$ cat config.mk
export PLATFORM = sky130hd
export DESIGN_NAME = spi_slave_regbank_flat
export DESIGN_NICKNAME = d
export VERILOG_FILES = /design/src/rtl/spi_slave_regbank_pkg.sv /design/src/rtl/spi_slave_regbank_if.sv /design/src/rtl/spi_sync_edge.sv /design/src/rtl/spi_slave_regbank.sv /design/src/flat_wrapper.sv
export SDC_FILE = /design/constraint.sdc
export NUM_CORES = 1
export LEC_CHECK = 0
export ABC_AREA = 1
export BUFFER_PORTS_ARGS = -buffer_cell sky130_fd_sc_hd__buf_2
export CORE_UTILIZATION = 50
export CTS_CLUSTER_DIAMETER = 200
export DETAILED_ROUTE_END_ITERATION = 8
export PLACE_DENSITY_LB_ADDON = 0.08
export SLEW_MARGIN = 20
export SYNTH_ARGS = -nofsm -noshare
export SYNTH_HDL_FRONTEND = slang
export SYNTH_SLANG_ARGS = --single-unit
$ cat constraint.sdc
create_clock -name clk -period 7.01 [get_ports clk]
set_input_delay 1.402 -clock clk [delete_from_list [all_inputs] [get_ports clk]]
set_output_delay 1.402 -clock clk [all_outputs]
set_load 0.01 [all_outputs]
$ cat src/rtl/spi_slave_regbank_pkg.sv
// Shared constants, command layout and address helpers for the SPI slave register bank.
package spi_slave_regbank_pkg;

  localparam int unsigned CMD_WIDTH = 8;
  localparam int unsigned ADDR_W    = 7;
  localparam int unsigned CNT_W     = 6;

  localparam logic [1:0] ST_IDLE    = 2'd0;
  localparam logic [1:0] ST_CMD     = 2'd1;
  localparam logic [1:0] ST_DATA    = 2'd2;
  localparam logic [1:0] ST_WAIT_SS = 2'd3;

  typedef struct packed {
    logic              rnw;
    logic [ADDR_W-1:0] addr;
  } cmd_t;

  // Out-of-range addresses are first folded into range, then incremented with wrap.
  function automatic logic [ADDR_W-1:0] wrap_inc(input logic [ADDR_W-1:0] addr,
                                                 input int unsigned num_regs);
    int unsigned base;
    base = 32'(addr) % num_regs;
    return (base + 1 >= num_regs) ? '0 : ADDR_W'(base + 1);
  endfunction

endpackage

$ cat src/rtl/spi_slave_regbank_if.sv
// SPI pin bundle between an SPI master and the register bank.
interface spi_slave_regbank_if;
  logic sck;
  logic mosi;
  logic ss_n;
  logic miso;
  logic miso_oe;

  modport master (output sck, output mosi, output ss_n, input miso, input miso_oe);
  modport slave  (input sck, input mosi, input ss_n, output miso, output miso_oe);
endinterface

$ cat src/rtl/spi_sync_edge.sv
// Two-flop synchroniser for an asynchronous input with rise/fall detection on the synced level.
module spi_sync_edge #(
  parameter bit RESET_LEVEL = 1'b0
) (
  input  logic clk,
  input  logic reset,
  input  logic din,
  output logic level,
  output logic rise,
  output logic fall
);

  logic meta_q, sync_q, prev_q;

  always_ff @(posedge clk or posedge reset) begin
    if (reset) begin
      meta_q <= RESET_LEVEL;
      sync_q <= RESET_LEVEL;
      prev_q <= RESET_LEVEL;
    end else begin
      meta_q <= din;
      sync_q <= meta_q;
      prev_q <= sync_q;
    end
  end

  assign level = sync_q;
  assign rise  = sync_q & ~prev_q;
  assign fall  = ~sync_q & prev_q;

endmodule

$ cat src/rtl/spi_slave_regbank.sv
// SPI slave register bank, oversampled in the fabric clock domain; supports all four SPI modes,
// burst writes with address wrap and MISO read-back.
module spi_slave_regbank
  import spi_slave_regbank_pkg::*;
#(
  parameter int unsigned           DATA_WIDTH = 8,
  parameter int unsigned           NUM_REGS   = 4,
  parameter bit                    CPOL       = 1'b0,
  parameter bit                    CPHA       = 1'b0,
  parameter logic [DATA_WIDTH-1:0] RESET_VAL  = '0
) (
  input  logic                           clk,
  input  logic                           reset,
  spi_slave_regbank_if.slave             spi,
  output logic [NUM_REGS*DATA_WIDTH-1:0] regs_out,
  output logic                           wr_stb,
  output logic [ADDR_W-1:0]              wr_addr,
  output logic                           frame_err
);

  logic sck_level, sck_rise, sck_fall;
  logic mosi, mosi_rise, mosi_fall;
  logic ss_n, ss_rise, ss_fall;

  spi_sync_edge #(.RESET_LEVEL(CPOL)) u_sync_sck (
    .clk(clk), .reset(reset), .din(spi.sck), .level(sck_level), .rise(sck_rise), .fall(sck_fall)
  );
  spi_sync_edge #(.RESET_LEVEL(1'b0)) u_sync_mosi (
    .clk(clk), .reset(reset), .din(spi.mosi), .level(mosi), .rise(mosi_rise), .fall(mosi_fall)
  );
  // Select resets to "asserted" so a frame in flight at reset stays ignored until SS_N rises.
  spi_sync_edge #(.RESET_LEVEL(1'b0)) u_sync_ss (
    .clk(clk), .reset(reset), .din(spi.ss_n), .level(ss_n), .rise(ss_rise), .fall(ss_fall)
  );

  logic unused_sync;
  assign unused_sync = ^{sck_level, mosi_rise, mosi_fall, ss_rise, ss_fall};

  logic lead_edge, trail_edge, sample_edge, drive_edge;
  assign lead_edge   = CPOL ? sck_fall : sck_rise;
  assign trail_edge  = CPOL ? sck_rise : sck_fall;
  assign sample_edge = CPHA ? trail_edge : lead_edge;
  assign drive_edge  = CPHA ? lead_edge : trail_edge;

  logic [1:0]                       state_q, state_d;
  logic [CNT_W-1:0]                 cnt_q, cnt_d;
  logic [DATA_WIDTH-1:0]            rx_q, rx_d, tx_q, tx_d, rx_word;
  logic                             rnw_q, rnw_d;
  logic [ADDR_W-1:0]                addr_q, addr_d, addr_next;
  logic [NUM_REGS*DATA_WIDTH-1:0]   regs_q, regs_d;
  logic                             wr_stb_q, wr_stb_d, frame_err_q, frame_err_d;
  logic                             miso_oe_q, miso_oe_d, in_range;
  logic [ADDR_W-1:0]                wr_addr_q, wr_addr_d;
  cmd_t                             cmd;

  function automatic logic [DATA_WIDTH-1:0] read_reg(input logic [NUM_REGS*DATA_WIDTH-1:0] regs,
                                                     input logic [ADDR_W-1:0] addr);
    logic [DATA_WIDTH-1:0] val;
    val = '0;
    for (int unsigned i = 0; i < NUM_REGS; i++) begin
      if (addr == ADDR_W'(i)) val = regs[i*DATA_WIDTH +: DATA_WIDTH];
    end
    return val;
  endfunction

  assign rx_word   = {rx_q[DATA_WIDTH-2:0], mosi};
  assign cmd       = cmd_t'(rx_word[CMD_WIDTH-1:0]);
  assign in_range  = 32'(addr_q) < NUM_REGS;
  assign addr_next = wrap_inc(addr_q, NUM_REGS);

  always_comb begin
    state_d     = state_q;
    cnt_d       = cnt_q;
    rx_d        = rx_q;
    tx_d        = tx_q;
    rnw_d       = rnw_q;
    addr_d      = addr_q;
    regs_d      = regs_q;
    wr_stb_d    = 1'b0;
    wr_addr_d   = wr_addr_q;
    frame_err_d = 1'b0;
    miso_oe_d   = miso_oe_q;
    if (ss_n) begin
      state_d     = ST_IDLE;
      miso_oe_d   = 1'b0;
      cnt_d       = '0;
      frame_err_d = (state_q == ST_CMD || state_q == ST_DATA) && (cnt_q != '0);
    end else begin
      unique case (state_q)
        ST_IDLE: begin
          state_d   = ST_CMD;
          miso_oe_d = 1'b1;
          cnt_d     = '0;
        end
        ST_CMD: begin
          if (sample_edge) begin
            rx_d = rx_word;
            if (cnt_q == CNT_W'(CMD_WIDTH - 1)) begin
              cnt_d   = '0;
              state_d = ST_DATA;
              rnw_d   = cmd.rnw;
              addr_d  = cmd.addr;
              if (cmd.rnw) tx_d = read_reg(regs_q, cmd.addr);
            end else begin
              cnt_d = cnt_q + 1'b1;
            end
          end
        end
        ST_DATA: begin
          if (sample_edge) begin
            rx_d = rx_word;
            if (cnt_q == CNT_W'(DATA_WIDTH - 1)) begin
              cnt_d  = '0;
              addr_d = addr_next;
              if (!rnw_q && in_range) begin
                for (int unsigned i = 0; i < NUM_REGS; i++) begin
                  if (addr_q == ADDR_W'(i)) regs_d[i*DATA_WIDTH +: DATA_WIDTH] = rx_word;
                end
                wr_stb_d  = 1'b1;
                wr_addr_d = addr_q;
              end
              if (rnw_q) tx_d = read_reg(regs_q, addr_next);
            end else begin
              cnt_d = cnt_q + 1'b1;
            end
          // A drive edge at bit 0 would skip the freshly loaded MSB, so it is held instead.
          end else if (drive_edge && cnt_q != '0) begin
            tx_d = {tx_q[DATA_WIDTH-2:0], 1'b0};
          end
        end
        ST_WAIT_SS: ;
        default: state_d = ST_WAIT_SS;
      endcase
    end
  end

  always_ff @(posedge clk or posedge reset) begin
    if (reset) begin
      state_q     <= ST_WAIT_SS;
      cnt_q       <= '0;
      rx_q        <= '0;
      tx_q        <= '0;
      rnw_q       <= 1'b0;
      addr_q      <= '0;
      regs_q      <= {NUM_REGS{RESET_VAL}};
      wr_stb_q    <= 1'b0;
      wr_addr_q   <= '0;
      frame_err_q <= 1'b0;
      miso_oe_q   <= 1'b0;
    end else begin
      state_q     <= state_d;
      cnt_q       <= cnt_d;
      rx_q        <= rx_d;
      tx_q        <= tx_d;
      rnw_q       <= rnw_d;
      addr_q      <= addr_d;
      regs_q      <= regs_d;
      wr_stb_q    <= wr_stb_d;
      wr_addr_q   <= wr_addr_d;
      frame_err_q <= frame_err_d;
      miso_oe_q   <= miso_oe_d;
    end
  end

  assign spi.miso    = (state_q == ST_DATA && rnw_q) ? tx_q[DATA_WIDTH-1] : 1'b0;
  assign spi.miso_oe = miso_oe_q;
  assign regs_out    = regs_q;
  assign wr_stb      = wr_stb_q;
  assign wr_addr     = wr_addr_q;
  assign frame_err   = frame_err_q;

endmodule

$ cat src/flat_wrapper.sv
// flat-port wrapper written by rule: the top's interface ports become plain ports
module spi_slave_regbank_flat import spi_slave_regbank_pkg::*;
#(
  parameter int unsigned           DATA_WIDTH = 8,
  parameter int unsigned           NUM_REGS   = 4,
  parameter bit                    CPOL       = 1'b0,
  parameter bit                    CPHA       = 1'b0,
  parameter logic [DATA_WIDTH-1:0] RESET_VAL  = '0
)
  (clk, reset, regs_out, wr_stb, wr_addr, frame_err, spi_sck, spi_mosi, spi_ss_n, spi_miso, spi_miso_oe);
  spi_slave_regbank_if spi_i ();
  input  logic clk;
  input  logic reset;
  output logic [NUM_REGS*DATA_WIDTH-1:0] regs_out;
  output logic wr_stb;
  output logic [ADDR_W-1:0] wr_addr;
  output logic frame_err;
  input wire logic [$bits(spi_i.sck)-1:0] spi_sck;
  input wire logic [$bits(spi_i.mosi)-1:0] spi_mosi;
  input wire logic [$bits(spi_i.ss_n)-1:0] spi_ss_n;
  output wire logic [$bits(spi_i.miso)-1:0] spi_miso;
  output wire logic [$bits(spi_i.miso_oe)-1:0] spi_miso_oe;
  assign spi_i.sck = spi_sck;
  assign spi_i.mosi = spi_mosi;
  assign spi_i.ss_n = spi_ss_n;
  assign spi_miso = spi_i.miso;
  assign spi_miso_oe = spi_i.miso_oe;
  spi_slave_regbank #(.DATA_WIDTH(DATA_WIDTH), .NUM_REGS(NUM_REGS), .CPOL(CPOL), .CPHA(CPHA), .RESET_VAL(RESET_VAL)) u_core (.clk(clk), .reset(reset), .spi(spi_i), .regs_out(regs_out), .wr_stb(wr_stb), .wr_addr(wr_addr), .frame_err(frame_err));
endmodule
==> summary.md <==
| Metric | Value |
|---|---|
| Outcome | finished, final reports clean |
| Crit start category | flop |
| R2r endpoint | u_core.tx_q[3]$_DFFE_PP0P_ |
| Die height | 93.5 um |
| P per Cell Area | 250 nW/um2 |
| Largest net degree at the start of global routing | 81 |
| DIE AREA | 8750 um2 |
| Fin nets | 592 |
| Synth Area per Inst | 7.91 um2 |
| Top-count cell post-synth | nand2_1 |
| Post-synthesis xor/xnor area fraction | 0% |
| Clock transition at path regs | 0.09 ns |
| Peak Freq | 0.326 GHz |
| Resize count post-CTS | 0 |
| DRT Wirelength | around 10000 um |
| Postcts setup bufs | 0 |
| Synthesis Warnings | 0 |
| Cell area after synthesis | 4190 um2 |
| Slew headroom | 51.1% |
| Synth area leaders | dfrtp_1 (47%), nand2_1 (12%), nor2_1 (7.7%) |
| Grt ovf | 0 |
| Layout cell share with drive strength beyond 1 | 15.0% |
| Largest area contributor in the netlist | dfrtp_1 |
| Drc violations | 0 |
| Hold_buf cts | 0 |
| Multiplexer area fraction after synthesis | 0% |
| Commonest cells in the synthesized netlist | nand2_1 (136), nor2_1 (86), dfrtp_1 (78) |
| Vias in the first global route | approximately 3.4k |
| Sink Count | 80 |
| Post-synth EDFFs | 0 |
| Clk_lat worst skew | 0.37 ns |
| RSZ-0062 raised after global routing | false |
| Synth Area in Adders | 3.88% |
| P&R area growth vs syn | 11.7% |
| Routed via count | 3672 |
| ANT nets after route | 0 |
| H-tree depth | 3 |
| Syn Nets | 548 |
| Top FF cell, synth | dfrtp_1 |
| Final Total Pwr | 1.17 mW |
| Slowest cell on crit path | dfstp_2 |
| Core area | 8180 um2 |
| R2r startpoint | u_core.addr_q[0]$_DFFE_PP0P_ |
| Critical path data arrival time | around 1.7 ns |
| Max VDD drop | 132 uV |
| Setup TNS Final | 0 ns |
| Top sig layer | met4 |
| Max Slew Vio Count | 0 |
| CP Data Required Time | 5.61 ns |
| CP bufs+invs | 1 |
| Kind of critical path | reg -> out |
| Buffers added on ports | 47 |
| Final period util | 43.8% |
| DR pass1 iterations | 5 |
| Hold Crit Endpoint | u_core.u_sync_mosi.level$_DFF_PP0_ |
| Routability cong. | 0.933 |
| Worst Skew | 0.00906 ns |
| Yosys reg bits | 80 |
| Distinct cells, synth | 37 |
| Final Hold Vio Count | 0 |
| Seq/Total Area, Yosys | between 40% and 50% |
| Final HPWL DP | around 7300 um |
| # fillers | just over 800 |
| ANT cells | 0 |
| Final min period | 3.07 ns |
| Initial core utilization | 51.3% |
| Num ports | 48 |
| CTS tree | done |
| Inserted Clock Buffers | 9 |
| Hold Path Origin | u_core.u_sync_mosi.meta_q$_DFF_PP0_ |
| CP Cell Sequence | ha_1 > and3_1 > buf_2 |
| Die Wd | 93.5 um |
| Met3 WL post-DR | roughly 550 um |
| Max Cap Viol | 0 |
| # rows | 33 |
| Vias per cell | 5.37 |
| Initial antenna violation count | 0 |
| First-pass GRT wire length | 17500 um |
| Compound-Gate Fraction of Synth Area | between 10% and 20% |
| DR WL met2 | 4630 um |
| DR iter-0 viols | about 290 |
| LEAKAGE | 2.35 nW |
| PnR worst setup slack | 3.94 ns |
| CP max FO | 10 |
| Top-area cell type share of the netlist area | a little under half |
| Hold path cells | 0 |
| Reg area | approximately 2000 um2 |
| Setup violations, final | 0 |
| Cells after Synth | 530 |
| WL met1 | a little over 5000 um |
| HP Class | reg -> reg |
| Core Util, Final | ~57% |
| CTS Root Buffer Type | clkbuf_8 |
| Pre-CTS WS | 4.32 ns |
| Largest stage delay, worst path | between 0.5 and 0.6 ns |
| Wire per inst | 15.3 um |
| Worst-Margin Slew | ~0.73 ns |
| Multi-input gate area | between 1500 and 2000 um2 |
| CP endpoint kind | primary output |
| CTS Buffer Depth | 2 |
| Post-synthesis simple-gate area fraction | between 20% and 30% |
| R2R depth | 9 |
| Tot GR Track Use | 26.4% |
| Combinational family with the most area after synthesis | simple AND/OR/NAND/NOR gates |
| Top Family by Delay on Critical Path | flip-flops |
| Asr flop ratio synth | 100% |
| FF-to-FF setup slack | 4.77 ns |
-- metrics by stage --
step | hold slack [ns] | cells | cell area, um2
floorplan | 0.331 | 530 | 4190
global placement | 0.332 | 668 | 4470
detailed placement | 0.335 | 668 | 4470
CTS | 0.354 | 684 | 4680
global route | 0.360 | 684 | 4680
finish | 0.353 | 684 | 4680
-- how the worst max path moves through the flow --
stage                             startpoint                           end  slack (ns)  cells after the start
2_1_floorplan                          reset  u_core.addr_q[0]$_DFFE_PP0P_        3.56                      1
3_3_place_gp   u_core.state_q[1]$_DFFE_PP1P_                      spi_miso        4.34                      3
3_5_place_dp   u_core.state_q[1]$_DFFE_PP1P_                      spi_miso        4.32                      3
4_1_cts        u_core.state_q[1]$_DFFE_PP1P_                      spi_miso        3.91                      3
5_1_grt        u_core.state_q[1]$_DFFE_PP1P_                      spi_miso        3.86                      3
6_report       u_core.state_q[1]$_DFFE_PP1P_                      spi_miso        3.94                      3
-- cell usage in the layout, fill, tap and decap left out, types with 5 or more instances in the layout --
master	n
dfrtp_1	78
nand3_2	5
nand2_1	136
ha_1	13
inv_1	41
clkbuf_8	10
o31ai_1	6
buf_2	47
a21boi_0	7
nor2_4	6
a21oi_1	17
o21ai_0	48
nor2_1	86
nand3_1	35
o21ai_1	12
-- sequential cells by signal (all words and copies together) (netlist names), 2 cells and up --
name / count
u_core.tx_q: 8
u_core.cnt_q: 6
u_core.rx_q: 7
u_core.state_q: 2
u_core.regs_out: 32
u_core.addr_q: 7
u_core.wr_addr: 7
-- power breakdown --
part,switching [mW],internal [mW],total [mW]
Clock,0.185,0.175,0.360
Sequential,0.0296,0.507,0.537
Combinational,0.198,0.0750,0.273
Total,0.413,0.757,1.17
-- worst register-to-register path, delay by kind of cell, from the launching register on --
kind            cells  cell delay, ns
simple gates        3            0.21
buf+inv             2            0.49
fa+ha+maj           1            0.38
flops               1            0.46
compound gates      3            0.60
-- layout make-up --
class                      count  area share, %
sequential                    80           42.8
inverter                      45           3.64
clock buffer                  10           2.94
clock inverter                 6           1.47
tap                          105           2.81
timing repair buffer          48           5.27
multi-input combinational    390           41.1
-- layer usage --
layer	vias to the layer above	global-route usage [%]
li1	1804	-
met1	1749	40.5
met2	105	38.4
met3	14	3.41
met4	0	9.10
met5	-	0
-- cell families (layout without fill, tap and decap cells) --
kind of cell | Yosys count | in the layout
AND/OR/NAND/NOR | 277 | 277
AO/OA/AOI/OAI | 100 | 100
flip-flops | 80 | 80
buffers and inverters | 60 | 109
adder cells (fa/ha/maj) | 13 | 13
Note: power is estimated with default switching activity, not from simulation.
